[config.mk]
export PLATFORM = sky130hd
export DESIGN_NAME = up_down_counter
export DESIGN_NICKNAME = d
export VERILOG_FILES = /design/src/rtl/up_dn_cntr_pkg.sv /design/src/rtl/up_dn_cntr_next.sv /design/src/rtl/up_down_counter.sv
export SDC_FILE = /design/constraint.sdc
export NUM_CORES = 1
export LEC_CHECK = 0
export ABC_CLOCK_PERIOD_IN_PS = 1100
export CORE_AREA = 5 5 42 44
export CTS_CLUSTER_SIZE = 25
export DETAILED_ROUTE_END_ITERATION = 10
export DIE_AREA = 0 0 47 49
export GPL_ROUTABILITY_DRIVEN = 0
export REMOVE_ABC_BUFFERS = 1
export SETUP_SLACK_MARGIN = 0.2
export SLEW_MARGIN = 20
export SYNTH_ARGS = -nofsm -noshare
export SYNTH_HDL_FRONTEND = slang
export SYNTH_SLANG_ARGS = --single-unit
[constraint.sdc]
create_clock -name clk -period 1.1 [get_ports clk]
set_input_delay 0.275 -clock clk [delete_from_list [all_inputs] [get_ports clk]]
set_output_delay 0.275 -clock clk [all_outputs]
set_load 0.02 [all_outputs]
[src/rtl/up_dn_cntr_pkg.sv]
// Shared types and the next-count rule for the up/down counter.
// The rule saturates when UP_DN_CNTR_SAT_EN is defined and wraps modulo 2**width otherwise.
package up_dn_cntr_pkg;

    localparam int CNT_MAX_W = 32;

    typedef enum logic {
        DIR_UP = 1'b0,
        DIR_DN = 1'b1
    } dir_e;

    // cur is zero-extended to CNT_MAX_W; only the low 'width' bits of the result are meaningful.
    function automatic logic [CNT_MAX_W-1:0] next_count(
        input logic [CNT_MAX_W-1:0] cur,
        input dir_e                 dir,
        input int unsigned          width
    );
        logic [CNT_MAX_W-1:0] max_v;
        logic [CNT_MAX_W-1:0] res;
        max_v = {CNT_MAX_W{1'b1}} >> (CNT_MAX_W - int'(width));
        res   = cur;
        case (dir)
            DIR_UP: begin
                if (cur >= max_v) begin
`ifdef UP_DN_CNTR_SAT_EN
                    res = max_v;
`else
                    res = {CNT_MAX_W{1'b0}};
`endif
                end else begin
                    res = cur + 32'd1;
                end
            end
            DIR_DN: begin
                if (cur == {CNT_MAX_W{1'b0}}) begin
`ifdef UP_DN_CNTR_SAT_EN
                    res = {CNT_MAX_W{1'b0}};
`else
                    res = max_v;
`endif
                end else begin
                    res = cur - 32'd1;
                end
            end
            default: res = cur;
        endcase
        return res;
    endfunction

endpackage

[src/rtl/up_dn_cntr_next.sv]
// Combinational next-state logic for the up/down counter (cur, d -> nxt).
// Wrap or saturate behaviour follows UP_DN_CNTR_SAT_EN through the package function.
module up_dn_cntr_next
    import up_dn_cntr_pkg::*;
#(
    parameter int WIDTH = 4
) (
    input  logic [WIDTH-1:0] cur,
    input  logic             d,
    output logic [WIDTH-1:0] nxt
);

    logic [CNT_MAX_W-1:0] cur_ext_s;
    logic [CNT_MAX_W-1:0] nxt_ext_s;

    // Widen to the package width, apply the count rule, and narrow back.
    always_comb begin
        cur_ext_s = CNT_MAX_W'(cur);
        nxt_ext_s = next_count(cur_ext_s, dir_e'(d), WIDTH);
        nxt       = nxt_ext_s[WIDTH-1:0];
    end

endmodule

[src/rtl/up_down_counter.sv]
// Free-running synchronous up/down counter with synchronous active-high reset.
// Define UP_DN_CNTR_SAT_EN to build a saturating counter instead of a wrapping one.
module up_down_counter
    import up_dn_cntr_pkg::*;
#(
    parameter int                   WIDTH   = 4,
    parameter logic [CNT_MAX_W-1:0] RST_VAL = {CNT_MAX_W{1'b0}}
) (
    input  logic             clk,
    input  logic             rst,
    input  logic             d,
    output logic [WIDTH-1:0] cnt
);

    if ((WIDTH < 2) || (WIDTH > CNT_MAX_W)) begin : g_bad_width
        $error("up_down_counter: WIDTH must be in 2..32");
    end
    if ((WIDTH < CNT_MAX_W) && ((RST_VAL >> WIDTH) != {CNT_MAX_W{1'b0}})) begin : g_bad_rst_val
        $error("up_down_counter: RST_VAL does not fit in WIDTH bits");
    end

    localparam logic [WIDTH-1:0] RST_VAL_W = RST_VAL[WIDTH-1:0];

    logic [WIDTH-1:0] cnt_q;
    logic [WIDTH-1:0] cnt_d;

    up_dn_cntr_next #(
        .WIDTH (WIDTH)
    ) u_next (
        .cur (cnt_q),
        .d   (d),
        .nxt (cnt_d)
    );

    // Count register; reset wins over the direction input.
    always_ff @(posedge clk) begin
        if (rst) begin
            cnt_q <= RST_VAL_W;
        end else begin
            cnt_q <= cnt_d;
        end
    end

    assign cnt = cnt_q;

endmodule

==> out/results.tsv, run 1 <==
stage	metric	value	unit
final_layout	combined flip-flop and latch cell area	88.8	sq um
clock_network	number of buffers on the longest clock path	2	
clock_network	sinks on the clock net	4	
routing	Post-Route WL	756	um
floorplanning	area of the placeable core	1400	sq um
global_route	residual overflow from global routing	0	
clock_network	TritonCTS clock tree	yes	
floorplanning	Die Span Y	49	um
yosys	syn avg cell area	8.67	sq um
timing	number of slew-limit violations in the final report	0	
setup_path	worst reg2reg path depth	3	
yosys	top post-synthesis cells by area	sky130_fd_sc_hd__dfxtp_1, sky130_fd_sc_hd__ha_1, sky130_fd_sc_hd__xnor2_1	
timing	Final Cycle Share	1.10	
final_layout	final standard cell area without fillers	477	sq um
global_route	global-route usage over all layers	0.0733	
setup_path	class of the most critical setup path	flop to flop	
timing	final count of negative-setup-slack endpoints	3	
yosys	sequential cell area fraction in the yosys report	0.330	
timing	Worst-Margin Slew	0.241	ns
yosys	top cell type's share of synthesized area	0.330	
yosys	largest area contributor in the synthesized netlist	sky130_fd_sc_hd__dfxtp_1	
run_status	failing checks	negative setup slack	
routing	DRC violations left	0	
timing	Final min period	1.21	ns
routing	post-route antenna net violation count	0	
clock_network	clock-pin slew on the worst setup and hold paths	0.04	ns
final_layout	Nets	53	
setup_path	largest fanout on the critical path	5	
pwr	clock group share of total power	0.192	
timing	setup repair after global routing missed its margin	true	
placement	Buffers on Ports	6	
clock_network	worst skew pair latency	0.23	ns
final_layout	share of post-route cells with drive strength above 1	0.587	
setup_path	endpoint arrival time on the critical path	1.33	ns
clock_network	H-tree depth reported by CTS	1	
yosys	number of synthesized flops with an enable pin	0	
routing	number of vias per cell after detailed routing	4.29	
placement	standard cell area after detailed placement	383	sq um
routing	DR pass1 iterations	3	
timing	Highest Clock Rate	825	MHz
setup_path	element type at the critical path start	flop	
final_layout	synthesis-to-finish area growth	96.4	%
pwr	net switching power	351	uW
setup_path	Crit. End Element	flop	
timing	number of endpoints with negative hold slack in the final report	0	
pwr	sequential share of power	0.248	
hold_path	path category of the worst min-delay check	input port to flop	
final_layout	max FFs per register	4	
yosys	Yosys warning count	0	
pwr	Leakage	0.204	nW
routing	via count	266	
timing	worst slew margin relative to its limit	0.839	
floorplanning	starting density of the core	0.173	
clock_network	number of buffers added to fix hold violations after cts	0	
routing	count of routing violations after the opening detailed-route iteration	1	
yosys	total of flip-flops plus latches after synthesis	4	
floorplanning	die outline area	2300	sq um
final_layout	number of fill cells in the layout	151	
pwr	net switching share of the total power	0.369	
setup_path	Required @ worst endpoint	1.21	ns
yosys	dominant register cell in the synthesized netlist	sky130_fd_sc_hd__dfxtp_1	
hold_path	Cells on Worst Hold Path	3	
final_layout	antenna diode count	0	
final_layout	final instance count without filler cells	62	
yosys	Yosys cell types	16	
routing	final routed wire length divided by cell count	12.2	um
global_route	number of antenna violations at the first check in global routing	0	
clock_network	root buf cell	sky130_fd_sc_hd__clkbuf_4	
timing	Final Worst Setup Slack	-0.113	ns
yosys	list of most frequent post-synthesis cells	sky130_fd_sc_hd__dfxtp_1, sky130_fd_sc_hd__inv_1, sky130_fd_sc_hd__nor2_1	
yosys	synthesized area	243	sq um
floorplanning	count of standard-cell rows	14	
global_route	largest net degree at the start of global routing	7	
timing	worst setup skew after layout	0.00170	ns
pwr	Pint	600	uW
pwr	power density normalized to cell area	1990	nW/um^2
global_route	global-route wire length before repair	1.16	mm
clock_network	TritonCTS buffer count	3	
yosys	cells after synthesis	28	
pwr	highest ir drop seen on vdd	0.000846	V
run_status	outcome	finished, violations left	
pwr	combinational share of power	0.560	
final_layout	Multi-input gate area	201	sq um
placement	instance count after placement with tap cells included	58	
floorplanning	number of top-level design ports	7	
yosys	async set-or-reset flop fraction in the synthesized netlist	0	
global_route	via count of the first global-routing pass	278	
run	total of max-cap violations	0	
floorplanning	horizontal extent of the die	47	um
[what timing repair did]
action | CTS | global route
buffers inserted | 0 | 1
pin swaps | 3 | 3
gates resized for setup | 28 | 11
endpoints found under the setup margin | 8 | 8
gates cloned | 0 | 0
endpoints found under the hold margin | 0 | 0
[layout make-up]
cell class | instances | share of cell area
timing repair buffer | 15 | 0.270
inverter | 4 | 0.0315
sequential | 4 | 0.186
multi-input combinational | 20 | 0.423
clock buffer | 3 | 0.0472
tap | 16 | 0.0420
[per-layer routing]
layer | routed length [um] | part of all wire | vias to the layer above | GRT usage
met5 | 0 | 0 | - | 0
met4 | 0 | 0 | 0 | 0.0138
met1 | 304 | 0.40 | 123 | 0.0795
met3 | 69 | 0.091 | 0 | 0.0701
met2 | 381 | 0.50 | 9 | 0.104
li1 | - | - | 134 | -
[worst paths after layout]
path / from / endpoint / slack, ns
max reg2reg: cnt[1] / cnt[3] / -0.11
min reg2reg: cnt[0] / cnt[0] / 0.57
max: cnt[1] / cnt[3] / -0.11
min: d / cnt[3] / 0.48
[through the flow]
stage | utilization | setup WS (ns) | TNS (ns) | power, mW | hold WS, ns
after floorplan | - | -0.282 | -0.616 | 0.423 | 0.341
after global placement | 0.273 | -0.225 | -1.39 | 0.625 | 0.657
after detailed placement | 0.273 | -0.238 | -1.45 | 0.625 | 0.653
after CTS | 0.299 | -0.0929 | -0.187 | 0.851 | 0.590
after global routing | 0.340 | -0.151 | -0.327 | 1.04 | 0.481
final | 0.340 | -0.113 | -0.179 | 0.951 | 0.485
[cells in the final DEF, fill, tap and decap left out, types with 2 or more instances in the layout]
| cell type | instances |
|---|---|
| sky130_fd_sc_hd__buf_4 | 9 |
| sky130_fd_sc_hd__nor2_1 | 4 |
| sky130_fd_sc_hd__inv_1 | 3 |
| sky130_fd_sc_hd__clkbuf_4 | 3 |
| sky130_fd_sc_hd__buf_6 | 3 |
| sky130_fd_sc_hd__xnor2_1 | 2 |
| sky130_fd_sc_hd__ha_4 | 2 |
| sky130_fd_sc_hd__dfxtp_4 | 2 |
[power by group through the flow]
stage / clock, mW / combinational (mW) / sequential [mW]
finish: 0.182 / 0.533 / 0.236
global route: 0.214 / 0.576 / 0.245
CTS: 0.192 / 0.427 / 0.231
detailed placement: 0 / 0.403 / 0.222
global placement: 0 / 0.403 / 0.221
floorplan: 0 / 0.157 / 0.266
[worst max-delay path, stage by stage (launching register included)]
cell and delay (ns):
sky130_fd_sc_hd__dfxtp_2 0.33, sky130_fd_sc_hd__or4b_4 0.55, sky130_fd_sc_hd__o311ai_4 0.11, sky130_fd_sc_hd__a221oi_2 0.10
[cells by family after synthesis]
kind of cell	Yosys count	synth area share
adders and majority gates	2	0.103
AOI/OAI and AO/OA	7	0.227
xor gates and xnor gates	2	0.0722
muxes	1	0.0412
and+or+nand+nor	8	0.165
buffers and inverters	4	0.0618
DFF	4	0.330
(Power assumes the default switching activity.)
==> inputs of run 2 (changes only) <==
--- a/config.mk
+++ b/config.mk
@@ -12,3 +12,2 @@
 export DIE_AREA = 0 0 47 49
-export GPL_ROUTABILITY_DRIVEN = 0
 export REMOVE_ABC_BUFFERS = 1
--- a/constraint.sdc
+++ b/constraint.sdc
@@ -3,2 +3,2 @@
 set_output_delay 0.275 -clock clk [all_outputs]
-set_load 0.02 [all_outputs]
+set_load 0.1 [all_outputs]
==> run 2 against run 1 <==
Net effect: the run still ends with negative setup slack left; die area stayed put; critical endpoint is now cnt[0]; core utilization up 2.8 points; largest cell class is now non-clock buffers; clock skew about the same; non-clock buffer count up 2; largest power group unchanged; count of clock-buffer cells in the layout did not move; fmax shrank 2.2%.
==> out/results.tsv, run 2 (synthesis results as in run 1) <==
stage	metric	value	unit
timing	setup repair after global routing missed its margin	true	
setup_path	reg2reg setup slack	-0.10	ns
timing	Worst-Margin Slew	0.252	ns
routing	count of routing violations after the opening detailed-route iteration	4	
routing	via count	274	
final_layout	most frequent standard cell in the layout excluding fill and tap cells	sky130_fd_sc_hd__buf_4	
setup_path	reg-to-reg startpoint	cnt[1]	
setup_path	endpoint arrival time on the critical path	0.96	ns
floorplanning	horizontal extent of the die	47	um
setup_path	worst stage delay on the critical path	0.35	ns
setup_path	Crit path depth	3	
floorplanning	area of the placeable core	1400	sq um
timing	final count of negative-setup-slack endpoints	5	
setup_path	Crit. End Element	output port	
routing	met3 WL	51	um
floorplanning	number of top-level design ports	7	
floorplanning	Die Span Y	49	um
setup_path	Required @ worst endpoint	0.82	ns
global_route	global-route usage over all layers	0.0677	
final_layout	most frequent cells in the layout	sky130_fd_sc_hd__buf_4, sky130_fd_sc_hd__buf_6, sky130_fd_sc_hd__inv_1, sky130_fd_sc_hd__buf_12	
routing	routed wl met2	321	um
routing	number of vias per cell after detailed routing	4.28	
pwr	highest ir drop seen on vdd	0.00109	V
placement	Buffers on Ports	6	
timing	worst slew margin relative to its limit	0.832	
final_layout	synthesis-to-finish area growth	112	%
final_layout	Nets	55	
final_layout	antenna diode count	0	
pwr	power density normalized to cell area	2360	nW/um^2
global_route	largest net degree at the start of global routing	5	
setup_path	Worst path slowest cell	sky130_fd_sc_hd__dfxtp_4	
clock_network	worst skew pair latency	0.23	ns
run_status	outcome	finished, violations left	
setup_path	cell occurring most often along the worst timing path	sky130_fd_sc_hd__buf_6	
run_status	failing checks	negative setup slack	
timing	number of slew-limit violations in the final report	0	
routing	post-route antenna net violation count	0	
final_layout	share of post-route cells with drive strength above 1	0.583	
clock_network	number of buffers on the longest clock path	2	
placement	placer congestion estimate	0.850	
timing	post-route worst hold slack	0.459	ns
routing	DRC violations left	0	
clock_network	sinks on the clock net	4	
clock_network	number of buffers added to fix hold violations after cts	0	
timing	number of endpoints with negative hold slack in the final report	0	
timing	Highest Clock Rate	807	MHz
setup_path	largest fanout on the critical path	4	
timing	Final Worst Setup Slack	-0.139	ns
clock_network	root buf cell	sky130_fd_sc_hd__clkbuf_4	
pwr	Leakage	0.225	nW
global_route	residual overflow from global routing	0	
timing	Final Cycle Share	1.13	
floorplanning	die outline area	2300	sq um
routing	final routed wire length divided by cell count	10.4	um
floorplanning	count of standard-cell rows	14	
timing	worst setup skew after layout	0.00162	ns
routing	Post-Route WL	663	um
clock_network	H-tree depth reported by CTS	1	
routing	DR pass1 iterations	3	
floorplanning	starting density of the core	0.173	
setup_path	sum of buffers and inverters on the critical path	3	
setup_path	critical path startpoint	cnt[0]	
final_layout	final standard cell area without fillers	515	sq um
clock_network	TritonCTS clock tree	yes	
setup_path	class of the most critical setup path	flop to output port	
hold_path	path category of the worst min-delay check	input port to flop	
setup_path	last element of the critical path	cnt[0]	
setup_path	worst reg2reg path depth	3	
clock_network	clock-pin slew on the worst setup and hold paths	0.04	ns
global_route	via count of the first global-routing pass	268	
routing	metal1 wirelength	291	um
placement	HPWL after DPL	489	um
timing	Final min period	1.24	ns
setup_path	category of cells accounting for the largest share of critical-path delay	buffers and inverters	
placement	standard cell area after detailed placement	430	sq um
setup_path	worst path cell trace	buf_6 -> buf_6 -> buf_12	
final_layout	max FFs per register	4	
global_route	number of antenna violations at the first check in global routing	0	
pwr	Total Power	1.21	mW
routing	top sig layer	met3	
clock_network	TritonCTS buffer count	3	
global_route	global-route wire length before repair	1.10	mm
setup_path	reg-to-reg critical path endpoint	cnt[3]	
run	total of max-cap violations	0	
setup_path	element type at the critical path start	flop	
-- run 2: worst min path at each step --
stage | startpoint | end | slack, ns | cells past startpoint
floorplan | rst | cnt[3] | 0.34 | 1
global placement | cnt[0] | cnt[0] | 0.51 | 1
detailed placement | cnt[0] | cnt[0] | 0.51 | 1
CTS | cnt[0] | cnt[0] | 0.48 | 1
global route | cnt[0] | cnt[0] | 0.48 | 1
finish | d | cnt[3] | 0.46 | 3
-- run 2: worst reg2reg max path: cells and delay by family (launching register included) --
kind             cells  cell delay [ns]
flip-flops           1             0.33
AND/OR/NAND/NOR      1             0.54
AO/OA/AOI/OAI        2             0.22
-- run 2: report_power, final --
part,switching [mW],total (mW),internal [mW]
Sequential,0.0318,0.221,0.190
Clock,0.0550,0.177,0.122
Combinational,0.448,0.816,0.368
Total,0.535,1.21,0.680
-- run 2: area by class of cell --
| class | instances | area, sq um |
|---|---|---|
| fill | 150 | 886 |
| sequential | 4 | 87.6 |
| tap | 16 | 20.0 |
| multi-input combinational | 20 | 166 |
| timing repair buffer | 17 | 204 |
| clock buffer | 3 | 22.5 |
| inverter | 4 | 15.0 |
-- run 2: timing repair --
item,4_1_cts,5_1_grt
endpoints found under the setup margin,8,8
setup buffers,2,0
resized for setup,11,6
cloned,0,0
pin swaps,2,2
-- run 2: routing by layer --
| layer | GRT usage | vias to the layer above |
|---|---|---|
| met1 | 0.0859 | 122 |
| met4 | 0.0276 | 0 |
| li1 | - | 144 |
| met2 | 0.0882 | 8 |
| met5 | 0 | - |
| met3 | 0.0443 | 0 |
-- run 2: per-stage QoR --
step,util,setup TNS (ns),cells,worst slack (ns)
detailed placement,0.307,-0.805,59,-0.254
global route,0.368,-0.656,64,-0.175
CTS,0.356,-0.323,64,-0.130
global placement,0.307,-0.743,59,-0.227
finish,0.368,-0.295,64,-0.139
floorplan,-,-3.78,28,-0.897
